## src/rtl/apb_fifo_slave_if.sv

```systemverilog
// APB bus bundle for the apb_fifo_slave peripheral slot.
// The master modport drives the request; the slave modport returns PRDATA/PREADY.
interface apb_fifo_slave_if;
  logic [31:0] PADDR;
  logic        PWRITE;
  logic        PENABLE;
  logic [31:0] PWDATA;
  logic        PSEL;
  logic [31:0] PRDATA;
  logic        PREADY;

  modport master (
    output PADDR, PWRITE, PENABLE, PWDATA, PSEL,
    input  PRDATA, PREADY
  );

  modport slave (
    input  PADDR, PWRITE, PENABLE, PWDATA, PSEL,
    output PRDATA, PREADY
  );
endinterface

```

## src/rtl/apb_fifo_slave.sv

```systemverilog
// APB slave that lets software push words into a FIFO drained over a valid/ready stream.
// Registers: CTRL, STATUS, TXDATA and THRESH. Also provides a low-watermark irq and a sticky overflow flag.
module apb_fifo_slave #(
  parameter int unsigned DATA_W = 32,
  parameter int unsigned DEPTH  = 8
) (
  input  logic              PCLK,
  input  logic              PRESET,
  apb_fifo_slave_if.slave   apb,
  output logic [DATA_W-1:0] m_data,
  output logic              m_valid,
  input  logic              m_ready,
  output logic              irq
);

  localparam int unsigned AW = (DEPTH > 1) ? $clog2(DEPTH) : 1;
  localparam int unsigned CW = AW + 1;

  typedef enum logic {IDLE, ACK} state_t;

  state_t            state;
  logic [DATA_W-1:0] mem [DEPTH];
  logic [AW-1:0]     wr_ptr, rd_ptr;
  logic [CW-1:0]     count;
  logic              en, irq_en, ovf;
  logic [7:0]        thresh;

  logic              access, wr_acc, rd_acc;
  logic [1:0]        reg_sel;
  logic              empty, full, push_req, do_push, flush, pop;
  logic [7:0]        cnt8;
  logic [31:0]       rdata;
  logic              unused_apb;

  always_comb begin
    access   = (state == IDLE) && apb.PSEL && apb.PENABLE && !apb.PREADY;
    wr_acc   = access && apb.PWRITE;
    rd_acc   = access && !apb.PWRITE;
    reg_sel  = apb.PADDR[3:2];
    empty    = (count == '0);
    full     = (count == CW'(DEPTH));
    push_req = wr_acc && (reg_sel == 2'd2);
    do_push  = push_req && !full;
    flush    = wr_acc && (reg_sel == 2'd0) && apb.PWDATA[2];
    m_valid  = en && !empty;
    m_data   = mem[rd_ptr];
    pop      = m_valid && m_ready;
    cnt8     = 8'(count);
    unused_apb = ^{apb.PADDR[31:4], apb.PADDR[1:0], apb.PWDATA};
  end

  always_comb begin
    rdata = '0;
    unique case (reg_sel)
      2'd0: rdata = {30'h0, irq_en, en};
      2'd1: rdata = {16'h0, cnt8, 5'h0, ovf, full, empty};
      2'd2: rdata = '0;
      2'd3: rdata = {24'h0, thresh};
      default: rdata = '0;
    endcase
  end

  // Bus FSM and register file; irq samples the pre-edge count/CTRL/THRESH.
  always_ff @(posedge PCLK or posedge PRESET) begin
    if (PRESET) begin
      state      <= IDLE;
      apb.PREADY <= 1'b0;
      apb.PRDATA <= '0;
      en         <= 1'b0;
      irq_en     <= 1'b0;
      ovf        <= 1'b0;
      thresh     <= '0;
      irq        <= 1'b0;
    end else begin
      irq <= irq_en && (cnt8 <= thresh);
      unique case (state)
        IDLE: begin
          if (access) begin
            apb.PREADY <= 1'b1;
            state      <= ACK;
            if (rd_acc) apb.PRDATA <= rdata;
            if (wr_acc) begin
              unique case (reg_sel)
                2'd0: begin
                  en     <= apb.PWDATA[0];
                  irq_en <= apb.PWDATA[1];
                end
                2'd1: if (apb.PWDATA[2]) ovf <= 1'b0;
                2'd2: if (full) ovf <= 1'b1;
                2'd3: thresh <= apb.PWDATA[7:0];
                default: ;
              endcase
            end
          end
        end
        ACK: begin
          apb.PREADY <= 1'b0;
          state      <= IDLE;
        end
        default: state <= IDLE;
      endcase
    end
  end

  // Full is judged before the pop, so a dropped push can still coincide with a pop.
  always_ff @(posedge PCLK or posedge PRESET) begin
    if (PRESET) begin
      for (int unsigned i = 0; i < DEPTH; i++) mem[i] <= '0;
      wr_ptr <= '0;
      rd_ptr <= '0;
      count  <= '0;
    end else if (flush) begin
      wr_ptr <= '0;
      rd_ptr <= '0;
      count  <= '0;
    end else begin
      if (do_push) begin
        mem[wr_ptr] <= apb.PWDATA[DATA_W-1:0];
        wr_ptr      <= wr_ptr + AW'(1);
      end
      if (pop) rd_ptr <= rd_ptr + AW'(1);
      count <= count + CW'(do_push) - CW'(pop);
    end
  end

endmodule
```

## src/flat_wrapper.sv

```systemverilog
// flat-port wrapper written by rule: the top's interface ports become plain ports
module apb_fifo_slave_flat 
#(
  parameter int unsigned DATA_W = 32,
  parameter int unsigned DEPTH  = 8
)
  (PCLK, PRESET, m_data, m_valid, m_ready, irq, apb_PADDR, apb_PWRITE, apb_PENABLE, apb_PWDATA, apb_PSEL, apb_PRDATA, apb_PREADY);
  apb_fifo_slave_if apb_i ();
  input  logic PCLK;
  input  logic PRESET;
  output logic [DATA_W-1:0] m_data;
  output logic m_valid;
  input  logic m_ready;
  output logic irq;
  input wire logic [$bits(apb_i.PADDR)-1:0] apb_PADDR;
  input wire logic [$bits(apb_i.PWRITE)-1:0] apb_PWRITE;
  input wire logic [$bits(apb_i.PENABLE)-1:0] apb_PENABLE;
  input wire logic [$bits(apb_i.PWDATA)-1:0] apb_PWDATA;
  input wire logic [$bits(apb_i.PSEL)-1:0] apb_PSEL;
  output wire logic [$bits(apb_i.PRDATA)-1:0] apb_PRDATA;
  output wire logic [$bits(apb_i.PREADY)-1:0] apb_PREADY;
  assign apb_i.PADDR = apb_PADDR;
  assign apb_i.PWRITE = apb_PWRITE;
  assign apb_i.PENABLE = apb_PENABLE;
  assign apb_i.PWDATA = apb_PWDATA;
  assign apb_i.PSEL = apb_PSEL;
  assign apb_PRDATA = apb_i.PRDATA;
  assign apb_PREADY = apb_i.PREADY;
  apb_fifo_slave #(.DATA_W(DATA_W), .DEPTH(DEPTH)) u_core (.PCLK(PCLK), .PRESET(PRESET), .apb(apb_i), .m_data(m_data), .m_valid(m_valid), .m_ready(m_ready), .irq(irq));
endmodule
```

## config.mk

```make
export PLATFORM = sky130hd
export DESIGN_NAME = apb_fifo_slave_flat
export DESIGN_NICKNAME = d
export VERILOG_FILES = /design/src/rtl/apb_fifo_slave_if.sv /design/src/rtl/apb_fifo_slave.sv /design/src/flat_wrapper.sv
export SDC_FILE = /design/constraint.sdc
export NUM_CORES = 1
export LEC_CHECK = 0
export ABC_AREA = 1
export BUFFER_PORTS_ARGS = -buffer_cell sky130_fd_sc_hd__buf_2
export CAP_MARGIN = 20
export CORE_ASPECT_RATIO = 0.7
export CORE_MARGIN = 1
export CORE_UTILIZATION = 60
export DETAILED_ROUTE_END_ITERATION = 8
export PLACE_DENSITY_LB_ADDON = 0.08
export RECOVER_POWER = 50
export SYNTH_ARGS = -nofsm -noshare
export SYNTH_HDL_FRONTEND = slang
export SYNTH_SLANG_ARGS = --single-unit
```

## constraint.sdc

```tcl
create_clock -name PCLK -period 12 [get_ports PCLK]
set_input_delay 2.4 -clock PCLK [delete_from_list [all_inputs] [get_ports PCLK]]
set_output_delay 2.4 -clock PCLK [all_outputs]
set_load 0.03 [all_outputs]
```

# Word-level counts from Yosys, hierarchy flattened
# Index checks and enable logic that the tools add are counted.
# op_classes
eq_ne	7
n_reduce_logical	27
n_bitwise	4
order_cmp	4
add_sub_neg	4
n_mux	19
# ops
operator	n
256-bit bitwise mux	1
32-bit case mux with 4 select lines	1
32-bit binary-select mux with 3-bit select	1
32-bit demux with 3-bit select	1
32-bit 2-to-1 mux	3
1-bit logical AND	13
3-bit 2-to-1 mux	4
4-bit greater-or-equal comparator, second input constant	2
4-bit by 8-bit less-or-equal comparator with 1-bit output	1
3-bit inverter with 4-bit output	2
4-bit AND reduction	2
3-bit by 1-bit adder with 3-bit output, second input constant	2
1-bit case mux with 2 select lines	3
6-bit AND reduction	1
2-bit nonzero test	3
4-bit by 1-bit adder with 4-bit output	1
2-bit == test, second input constant	2
4-bit == test, second input constant	1
1-bit logical NOT	4
4-bit logical NOT	1
4-bit by 1-bit < comparator with 1-bit output, second input constant	1
1-bit 2-to-1 mux	4
4-bit 2-to-1 mux	1
2-bit by 1-bit inequality test with 1-bit output, second input constant	2
7 further kinds	8
# word_totals
reg_bits	312
word_cells	84
output_inout_bits	67

# Depth between registers and ports, before layout
# Gate-level depths: netlist of run 1.
# logic_depth
ltp_word	10
depth_mapped	12
mapped_depth_nobuf	12

# Worst setup path after synthesis of run 1
# OpenSTA, ideal clock, no wires.
# synth_path
kind	in2reg
start	input apb_PENABLE
end	register u_core.count[1]
t_required_ns	11.886
arrival_time_ns	3.896
stages	10
setup_slack_ns	7.990
n_path_buf	2
cell_sequence	nand2_1 -> inv_1 -> nand3_1 -> nor2_2 -> buf_2 -> buf_2 -> ha_1 -> fa_1 -> nand2_1 -> inv_1
# synth_between
elab_chain_cells	8
elab_cells_between_ends	10
classes_between	2 x add/sub; 1 x mux; 7 x reduce/logical
# synth_lines
element	line	rtl
start, declared	flat_wrapper.sv:17	input wire logic [$bits(apb_i.PENABLE)-1:0] apb_PENABLE;
1-bit logical AND (*) (2 in a row)	apb_fifo_slave.sv:36	access = (state == IDLE) && apb.PSEL && apb.PENABLE && !apb.PREADY;
1-bit logical AND (*)	apb_fifo_slave.sv:37	wr_acc = access && apb.PWRITE;
1-bit logical AND	apb_fifo_slave.sv:42	push_req = wr_acc && (reg_sel == 2'd2);
1-bit logical AND	apb_fifo_slave.sv:43	do_push = push_req && !full;
4-bit by 1-bit adder with 4-bit output	apb_fifo_slave.sv:122	count <= count + CW'(do_push) - CW'(pop);
4-bit by 1-bit subtractor with 4-bit output	apb_fifo_slave.sv:122	
4-bit 2-to-1 mux (*)	apb_fifo_slave.sv:112	end else if (flush) begin
end signal, assigned	apb_fifo_slave.sv:122	
end, declared	apb_fifo_slave.sv:24	logic [CW-1:0] count;
# Mark *: on every way between the ends. The rest lies on a longest branch, timed or not.
# A chain may end at the register's enable or synchronous reset.

==> impl_metrics.ini, run 1 <==
[placed_design]
routabilityCongestion = 0.825
placed_area_um2 = 14700
placed_cells = 2194
portBuffers = 86
hpwl_mm = 20.8

[die]
dieArea_um2 = 24600
core_um2 = 23600
io_pins = 137
die_w_um = 187
initial_utilization_pct = 61.0
die_h_um = 132
rows = 47

[clock_tree]
clock_latency_ns = 0.55
post_cts_buffers = 0
cts_root_buffer = clkbuf_16
cts.clk_slew.worst_paths_ns = 0.06
ctsHoldBuffers = 0
cts_max_level = 1
clockBufferDepth = 3
tritoncts = yes
cts.sinks = 292
post_cts_resized = 0
numCtsBuffers = 29

[setup_path]
worst_setup_path_end_kind = asynchronous set/reset pin
crit-reg2reg-capture = u_core.mem[43]$_DFFE_PP0P_
path_class = primary input to asynchronous set/reset pin
cp_max_fo = 72
r2r_slack_ns = 8.04
cp.arrival_ns = 7.00
required_ns = 11.25
rr_worst_depth = 11
r2r-start = u_core.count[2]$_DFF_PP0_
start_kind = primary input

[logic_synthesis]
synthCells = 1929
netlist_area_um2 = 14400
ys_ff_latch = 292
syn-mean-instance-area_um2 = 7.46
ys_top_cells_by_area = dfrtp_1 (51%), nand2_1 (18%), nand3_1 (9.9%), o21ai_0 (5.7%), nor2_1 (5.4%)
synth-seq-area-share_pct = 50.8
synthDistinctLibCells = 23
synth_top_area_cell = dfrtp_1
synth_top_cell_area_share_pct = 50.8
yosys_warnings = 0

[layout]
diodes = 0
final_cell_mix = nand2_1 (694), dfrtp_1 (290), nand3_1 (285)
fin_cells = 2247
fin_util_pct = 66.3
synthToLayoutAreaGrowth_pct = 8.70
drive_gt1_share_pct = 8.81
fin_area_um2 = 15600
final_nets = 1991
mostFrequentLayoutCell = nand2_1

[sta]
fmax_mhz = 129
slew_violations = 299
rsz0062_at_grt = no
finClkSkew_ns = 0.00737
worst_slew_pin_slew_ns = 4.30
setup_tns_ns = 0
hold_viol = 0
period_share_pct = 64.5
finalSetupViolations = 0
relSlewSlack_pct = -187
min_period_ns = 7.74

[power_and_ir_drop]
power.clock.fraction_pct = 29.7
internal_power_mw = 1.81
p_seq_share_pct = 36.8
p_switching_mw = 1.19
sw_frac_of_total_pct = 39.8
power_density_nw_per_um2 = 192
ir_drop_uv = 127
p_leak_nw = 8.68
power_mw = 3.00
pwr-share-comb_pct = 33.5

[outcome]
violations = max-capacitance violations, max-slew violations
status = finished with violations

[detailed_routing]
wirelength_mm = 39.8
viasPerCell = 5.71
route.vias.total = 12800
drc = 0
dr.pass1.iters = 6
drt-initial-drc-count = 1588
final_antenna_net_count = 0
wl_per_cell_um = 17.7

[min_path]
hold_class = flip-flop to flip-flop
worstHoldStart = u_core.mem[55]$_DFFE_PP0P_
hold_depth = 2
hold-path-endpoint = u_core.mem[55]$_DFFE_PP0P_

[global_routing]
antenna_found_initial = 0
overflow = 0
grt_max_degree = 201
grt_usage_pct = 32.7
grt_pass1_wl_mm = 64.9
grt_pass1_vias = 12200

[run]
max_cap_violations = 4
## state kept, by name, summed over array words and instances, names as in the netlist, 3 cells and up
register and cells:
u_core.thresh 8, u_core.rd_ptr 3, u_core.wr_ptr 3, u_core.apb.PRDATA 12
u_core.mem 256, u_core.count 4
## cells in the mapped netlist, drive strengths merged
library cell,number
clkbuf,132
nor3,8
nand4,1
conb,1
nand2,694
dfrtp,292
a21oi,5
nor2,207
nand3,285
buf,52
inv,33
ha,12
fa,1
xor2,3
o21ai,202
a21boi,1
## cells by family after synthesis
family          count (synthesis)  share of synthesized area, %
compound gates                208                          7.25
xor+xnor                        3                         0.183
fa+ha+maj                      13                          1.18
buf+inv                       217                          6.59
flops                         292                          50.8
other cells                     1                        0.0261
simple gates                 1195                          34.0
## worst max-delay path by stage
stage,startpoint,endpoint,cells after the start
floorplan,PRESET,u_core.apb.PRDATA[0]$_DFFE_PP0P_,1
global placement,apb_PENABLE,u_core.mem[215]$_DFFE_PP0P_,11
detailed placement,apb_PENABLE,u_core.mem[216]$_DFFE_PP0P_,11
CTS,u_core.rd_ptr[0]$_DFFE_PP0P_,m_data[2],7
global route,PRESET,u_core.rd_ptr[1]$_DFFE_PP0P_,3
finish,PRESET,u_core.rd_ptr[0]$_DFFE_PP0P_,3
## cell type report
type	instances	area, um2
clock buffer	39	823
tap	318	398
sequential	292	7310
timing repair buffer	113	627
inverter	33	126
fill	2053	7940
multi-input combinational	1439	6260
clock inverter	13	93.8
## power by group through the flow
stage	Combinational, mW	Clock (mW)	Sequential [mW]
after floorplan	0.759	0	1.08
after global placement	0.981	0	1.12
after detailed placement	0.992	0	1.12
after CTS	0.999	0.899	1.10
after global routing	1.11	0.935	1.11
final	1.01	0.890	1.11
## through the flow
step,setup slack [ns],hold slack (ns)
floorplan,1.54,0.422
global placement,6.26,0.440
detailed placement,6.20,0.453
CTS,6.15,0.466
global route,3.06,0.484
finish,4.26,0.465
## metal layers
| metal | GRT usage (%) | vias up | routed length [um] |
|---|---|---|---|
| li1 | - | 6084 | - |
| met3 | 4.81 | 69 | 3450 |
| met4 | 8.38 | 0 | 723 |
| met2 | 50.7 | 606 | 18100 |
| met1 | 48.4 | 6068 | 17500 |
| met5 | 0 | - | 0 |
## critical path, stage by stage
cell        delay (ns)
buf_2             0.10
clkinvlp_2        1.67
clkbuf_1          2.78
No activity file was read; power rests on OpenSTA's default activity.
==> run 2: changes to the inputs <==
Settings changed: CORE_UTILIZATION 60 to 54.
Clock period 12 ns to 6.5 ns, I/O delays scaled along.
==> run 2 against run 1 <==
The run still ends with max-capacitance violations, max-slew violations left. Die area is 11% higher. Power is 89% higher. Worst setup slack worse by 2.4 ns. Clock skew is 0.017 ns higher. Register-to-register slack worse by 4.7 ns. Sequential share of layout area is 0.48 points lower. Critical path depth is 4 higher. Combinational power is 83% higher. Non-clock buffer count is 2 higher.
==> impl_metrics.ini, run 2 (synthesis results as in run 1) <==
[clock_tree]
cts_root_buffer = clkbuf_16
cts_max_level = 1
clockBufferDepth = 3
post_cts_buffers = 0
cts.clk_slew.worst_paths_ns = 0.06
tritoncts = yes
numCtsBuffers = 30
post_cts_resized = 0
cts.sinks = 292
clock_latency_ns = 0.58
ctsHoldBuffers = 0

[sta]
slew_violations = 121
worst_slack_ns = 1.88
period_share_pct = 71.1
hold_viol = 0
min_period_ns = 4.62
relSlewSlack_pct = -56.9
finalSetupViolations = 0
worst_slew_pin_slew_ns = 2.35
rsz0062_at_grt = no
finClkSkew_ns = 0.0242
setup_tns_ns = 0
fmax_mhz = 216

[layout]
reg_top3 = u_core.mem (256), u_core.apb.PRDATA (12), u_core.thresh (8)
final_cell_mix = nand2_1 (694), dfrtp_1 (290), nand3_1 (285)
diodes = 0
mostFrequentLayoutCell = nand2_1
final_nets = 1994
largest_register_ffs = 256
synthToLayoutAreaGrowth_pct = 9.83
regMostFlops = u_core.mem
drive_gt1_share_pct = 8.89

[die]
die_w_um = 197
die_h_um = 139
core_um2 = 25900
initial_utilization_pct = 55.5
io_pins = 137
rows = 49
dieArea_um2 = 27300

[placed_design]
routabilityCongestion = 0.795
pre_cts_slack_ns = 2.46
portBuffers = 86
hpwl_mm = 21.4

[detailed_routing]
final_antenna_net_count = 0
wirelength_mm = 40.2
drt-initial-drc-count = 1338
wl_per_cell_um = 17.5
drc = 0
dr.pass1.iters = 6
viasPerCell = 5.52
route.vias.total = 12700

[setup_path]
cp_max_fo = 62
worst_setup_path_end_kind = primary output
cp.arrival_ns = 3.32
required_ns = 5.20
path_class = flip-flop to primary output
start_kind = flip-flop

[run]
max_cap_violations = 3

[power_and_ir_drop]
p_leak_nw = 8.73
power_density_nw_per_um2 = 358
ir_drop_uv = 286
power_mw = 5.66

[global_routing]
antenna_found_initial = 0
grt_pass1_vias = 12100
grt_pass1_wl_mm = 65.5
grt_max_degree = 194
overflow = 0
grt_usage_pct = 30.1

[outcome]
status = finished with violations
violations = max-capacitance violations, max-slew violations

[min_path]
hold_class = flip-flop to flip-flop
==> run 2: cell types whose count changed in the layout (fill, tap and decap cells not counted), moves of 2 or more <==
| cell | before | now |
|---|---|---|
| buf_2 | 83 | 85 |
| clkbuf_1 | 11 | 15 |
| clkbuf_16 | 29 | 31 |
| clkbuf_8 | 6 | 10 |
| clkinv_2 | 12 | 5 |
==> run 2: final timing paths <==
kind / from / to / slack (ns) / cells after the start
worst max-delay path: u_core.rd_ptr[0]$_DFFE_PP0P_ / m_data[28] / 1.88 / 7
worst min-delay path: u_core.state$_DFF_PP0_ / u_core.apb.PREADY$_DFFE_PP0P_ / 0.45 / 1
worst max register to register: u_core.count[2]$_DFF_PP0_ / u_core.mem[146]$_DFFE_PP0P_ / 3.37 / 10
worst min register to register: u_core.state$_DFF_PP0_ / u_core.apb.PREADY$_DFFE_PP0P_ / 0.45 / 1
max in group asynchronous: PRESET / u_core.mem[49]$_DFFE_PP0P_ / 3.28 / 3
min in group asynchronous: PRESET / u_core.mem[102]$_DFFE_PP0P_ / 0.69 / 2
==> run 2: layout make-up <==
cell class,count,area [um2]
Tap cell,357,447
Inverter,33,126
Fill cell,2428,10100
Multi-Input combinational cell,1439,6260
Sequential cell,292,7310
Clock inverter,5,50.0
Timing Repair Buffer,115,657
Clock buffer,51,951
==> run 2: per-stage QoR <==
step / utilization [%] / hold slack [ns] / instance area (um2) / instances
3_3_place_gp: 57.2 / 0.436 / 14800 / 2236
2_1_floorplan: - / 0.422 / 14500 / 1948
3_5_place_dp: 57.2 / 0.436 / 14800 / 2236
6_report: 60.9 / 0.448 / 15800 / 2292
5_1_grt: 60.9 / 0.462 / 15800 / 2292
4_1_cts: 61.0 / 0.446 / 15800 / 2292
==> run 2: routing by layer <==
metal | share of wire (%) | vias to the layer above | GRT usage, %
met4 | 1.8 | 0 | 6.85
li1 | - | 6089 | -
met2 | 45 | 432 | 45.2
met3 | 6.7 | 55 | 3.92
met5 | 0 | - | 0
met1 | 46 | 6084 | 46.5
==> run 2: critical path, cell delays in order, from the launching register on <==
cell and delay [ns]:
dfrtp_4 0.65, clkinv_2 0.80, buf_4 0.56, o21ai_0 0.25, o21ai_1 0.09, nand2_1 0.11
nand2_1 0.08, buf_2 0.18
==> run 2: power breakdown <==
part	switching [mW]	internal (mW)
logic	1.33	0.520
clock network	0.731	1.03
registers	0.157	1.90
==> run 3: changes to the inputs <==
Clock period 6.5 ns to 3.7 ns, I/O delays scaled along.
==> run 3 against run 2 <==
The run still ends with max-capacitance violations, max-slew violations left. Register-to-register slack got worse by 2.3 ns. Count of clock-buffer cells in the layout decreased by 7. Critical path depth rose by 1. Sequential share of layout area shrank 0.55 points. Critical path type unchanged. Largest cell class unchanged.
==> impl_metrics.ini, run 3 (synthesis results as in run 1) <==
[outcome]
status = finished with violations
violations = max-capacitance violations, max-slew violations

[die]
initial_utilization_pct = 55.5
die_h_um = 139
die_w_um = 197
io_pins = 137
rows = 49
core_um2 = 25900
dieArea_um2 = 27300

[setup_path]
crit_path_cell_trace = buf_4 -> nor2_1 -> nor2_1 -> o21ai_0 -> o21ai_1 -> nand2_1 -> nand2_1 -> buf_2
path_class = flip-flop to primary output
cp_max_fo = 37
max_stage_delay_ns = 0.64
cp.arrival_ns = 2.48
required_ns = 2.96
worst_path_max_delay_cell = dfrtp_4
worst_setup_path_end_kind = primary output
start_kind = flip-flop

[sta]
worst_slew_pin_slew_ns = 1.61
hold_viol = 0
period_share_pct = 87.1
slew_violations = 100
finalSetupViolations = 0
rsz0062_at_grt = no
finClkSkew_ns = 0.00949
relSlewSlack_pct = -7.92
min_period_ns = 3.22
fmax_mhz = 310

[clock_tree]
clockBufferDepth = 3
numCtsBuffers = 30
clock_latency_ns = 0.57
cts.sinks = 292
post_cts_buffers = 0
tritoncts = yes
cts.clk_slew.worst_paths_ns = 0.07
ctsHoldBuffers = 0
post_cts_resized = 0
cts_max_level = 1
cts_root_buffer = clkbuf_16

[layout]
final_cell_mix = nand2_1 (694), dfrtp_1 (290), nand3_1 (285)
regMostFlops = u_core.mem
drive_gt1_share_pct = 10.0
fin_util_pct = 61.7
final_nets = 2010
diodes = 0
fill_cells = 2423
reg_top3 = u_core.mem (256), u_core.apb.PRDATA (12), u_core.thresh (8)
synthToLayoutAreaGrowth_pct = 11.2
mostFrequentLayoutCell = nand2_1
fin_cells = 2307
largest_register_ffs = 256

[placed_design]
portBuffers = 86
routabilityCongestion = 0.822
hpwl_mm = 23.5
placed_cells = 2252

[power_and_ir_drop]
power_density_nw_per_um2 = 630
p_leak_nw = 8.85
ir_drop_uv = 561

[detailed_routing]
drt-initial-drc-count = 1340
final_antenna_net_count = 0
viasPerCell = 5.50
wl_per_cell_um = 17.7
dr.pass1.iters = 7
route.vias.total = 12700
wirelength_mm = 40.9
drc = 0

[global_routing]
grt_usage_pct = 30.7
grt_pass1_vias = 12100
overflow = 0
grt_max_degree = 124
antenna_found_initial = 1
grt_pass1_wl_mm = 66.8

[min_path]
hold_class = flip-flop to flip-flop

[run]
max_cap_violations = 2
==> run 3: path summary, 6_finish.rpt <==
| check | from | endpoint | slack [ns] | cells past startpoint |
|---|---|---|---|---|
| worst max register to register | u_core.count[2]$_DFF_PP0_ | u_core.mem[239]$_DFFE_PP0P_ | 1.07 | 9 |
| max in group asynchronous | PRESET | u_core.mem[23]$_DFFE_PP0P_ | 0.92 | 3 |
| worst max-delay path | u_core.rd_ptr[0]$_DFFE_PP0P_ | m_data[7] | 0.48 | 8 |
| worst min-delay path | u_core.mem[62]$_DFFE_PP0P_ | u_core.mem[62]$_DFFE_PP0P_ | 0.46 | 2 |
| worst min register to register | u_core.mem[62]$_DFFE_PP0P_ | u_core.mem[62]$_DFFE_PP0P_ | 0.46 | 2 |
| min in group asynchronous | PRESET | u_core.mem[40]$_DFFE_PP0P_ | 0.55 | 2 |
==> run 3: final cells by class <==
type | count | area [um2] | area share (%)
clock buffers | 44 | 915 | 5.72
clock inverters | 11 | 109 | 0.680
repair buffers | 131 | 825 | 5.15
inverters | 33 | 126 | 0.790
flip-flops and latches | 292 | 7310 | 45.7
well taps | 357 | 447 | 2.79
multi-input cells | 1439 | 6260 | 39.1
==> run 3: power breakdown <==
group          total, mW  leakage [nW]  switching (mW)  internal [mW]
clock network       3.15         0.515            1.31           1.84
logic               3.38          4.29            2.41          0.970
registers           3.54          4.04           0.207           3.34
total               10.1          8.85            3.93           6.15
==> run 3: routing by layer <==
metal	up-vias	global-route usage [%]	wire (um)
met5	-	0	13
met2	460	46.7	18000
li1	6124	-	-
met4	2	6.20	741
met1	6045	46.6	19200
met3	62	4.94	3030
==> run 3: through the flow <==
step	setup WS (ns)	instance area [um2]	power [mW]	hold slack [ns]	setup TNS (ns)
6_report	0.476	16000	10.1	0.464	0
5_1_grt	0.348	16000	10.6	0.482	0
4_1_cts	0.476	16100	10.1	0.362	0
3_5_place_dp	0.882	15000	6.96	0.445	0
3_3_place_gp	0.889	15000	6.95	0.437	0
2_1_floorplan	-0.915	14500	5.97	0.422	-267.23
==> run 3: critical path, delay by kind of cell, from the launching register on <==
kind	cells	cell delay (ns)
buffers and inverters	2	0.66
AND/OR/NAND/NOR	4	0.37
AO/OA/AOI/OAI	2	0.23
flip-flops	1	0.64
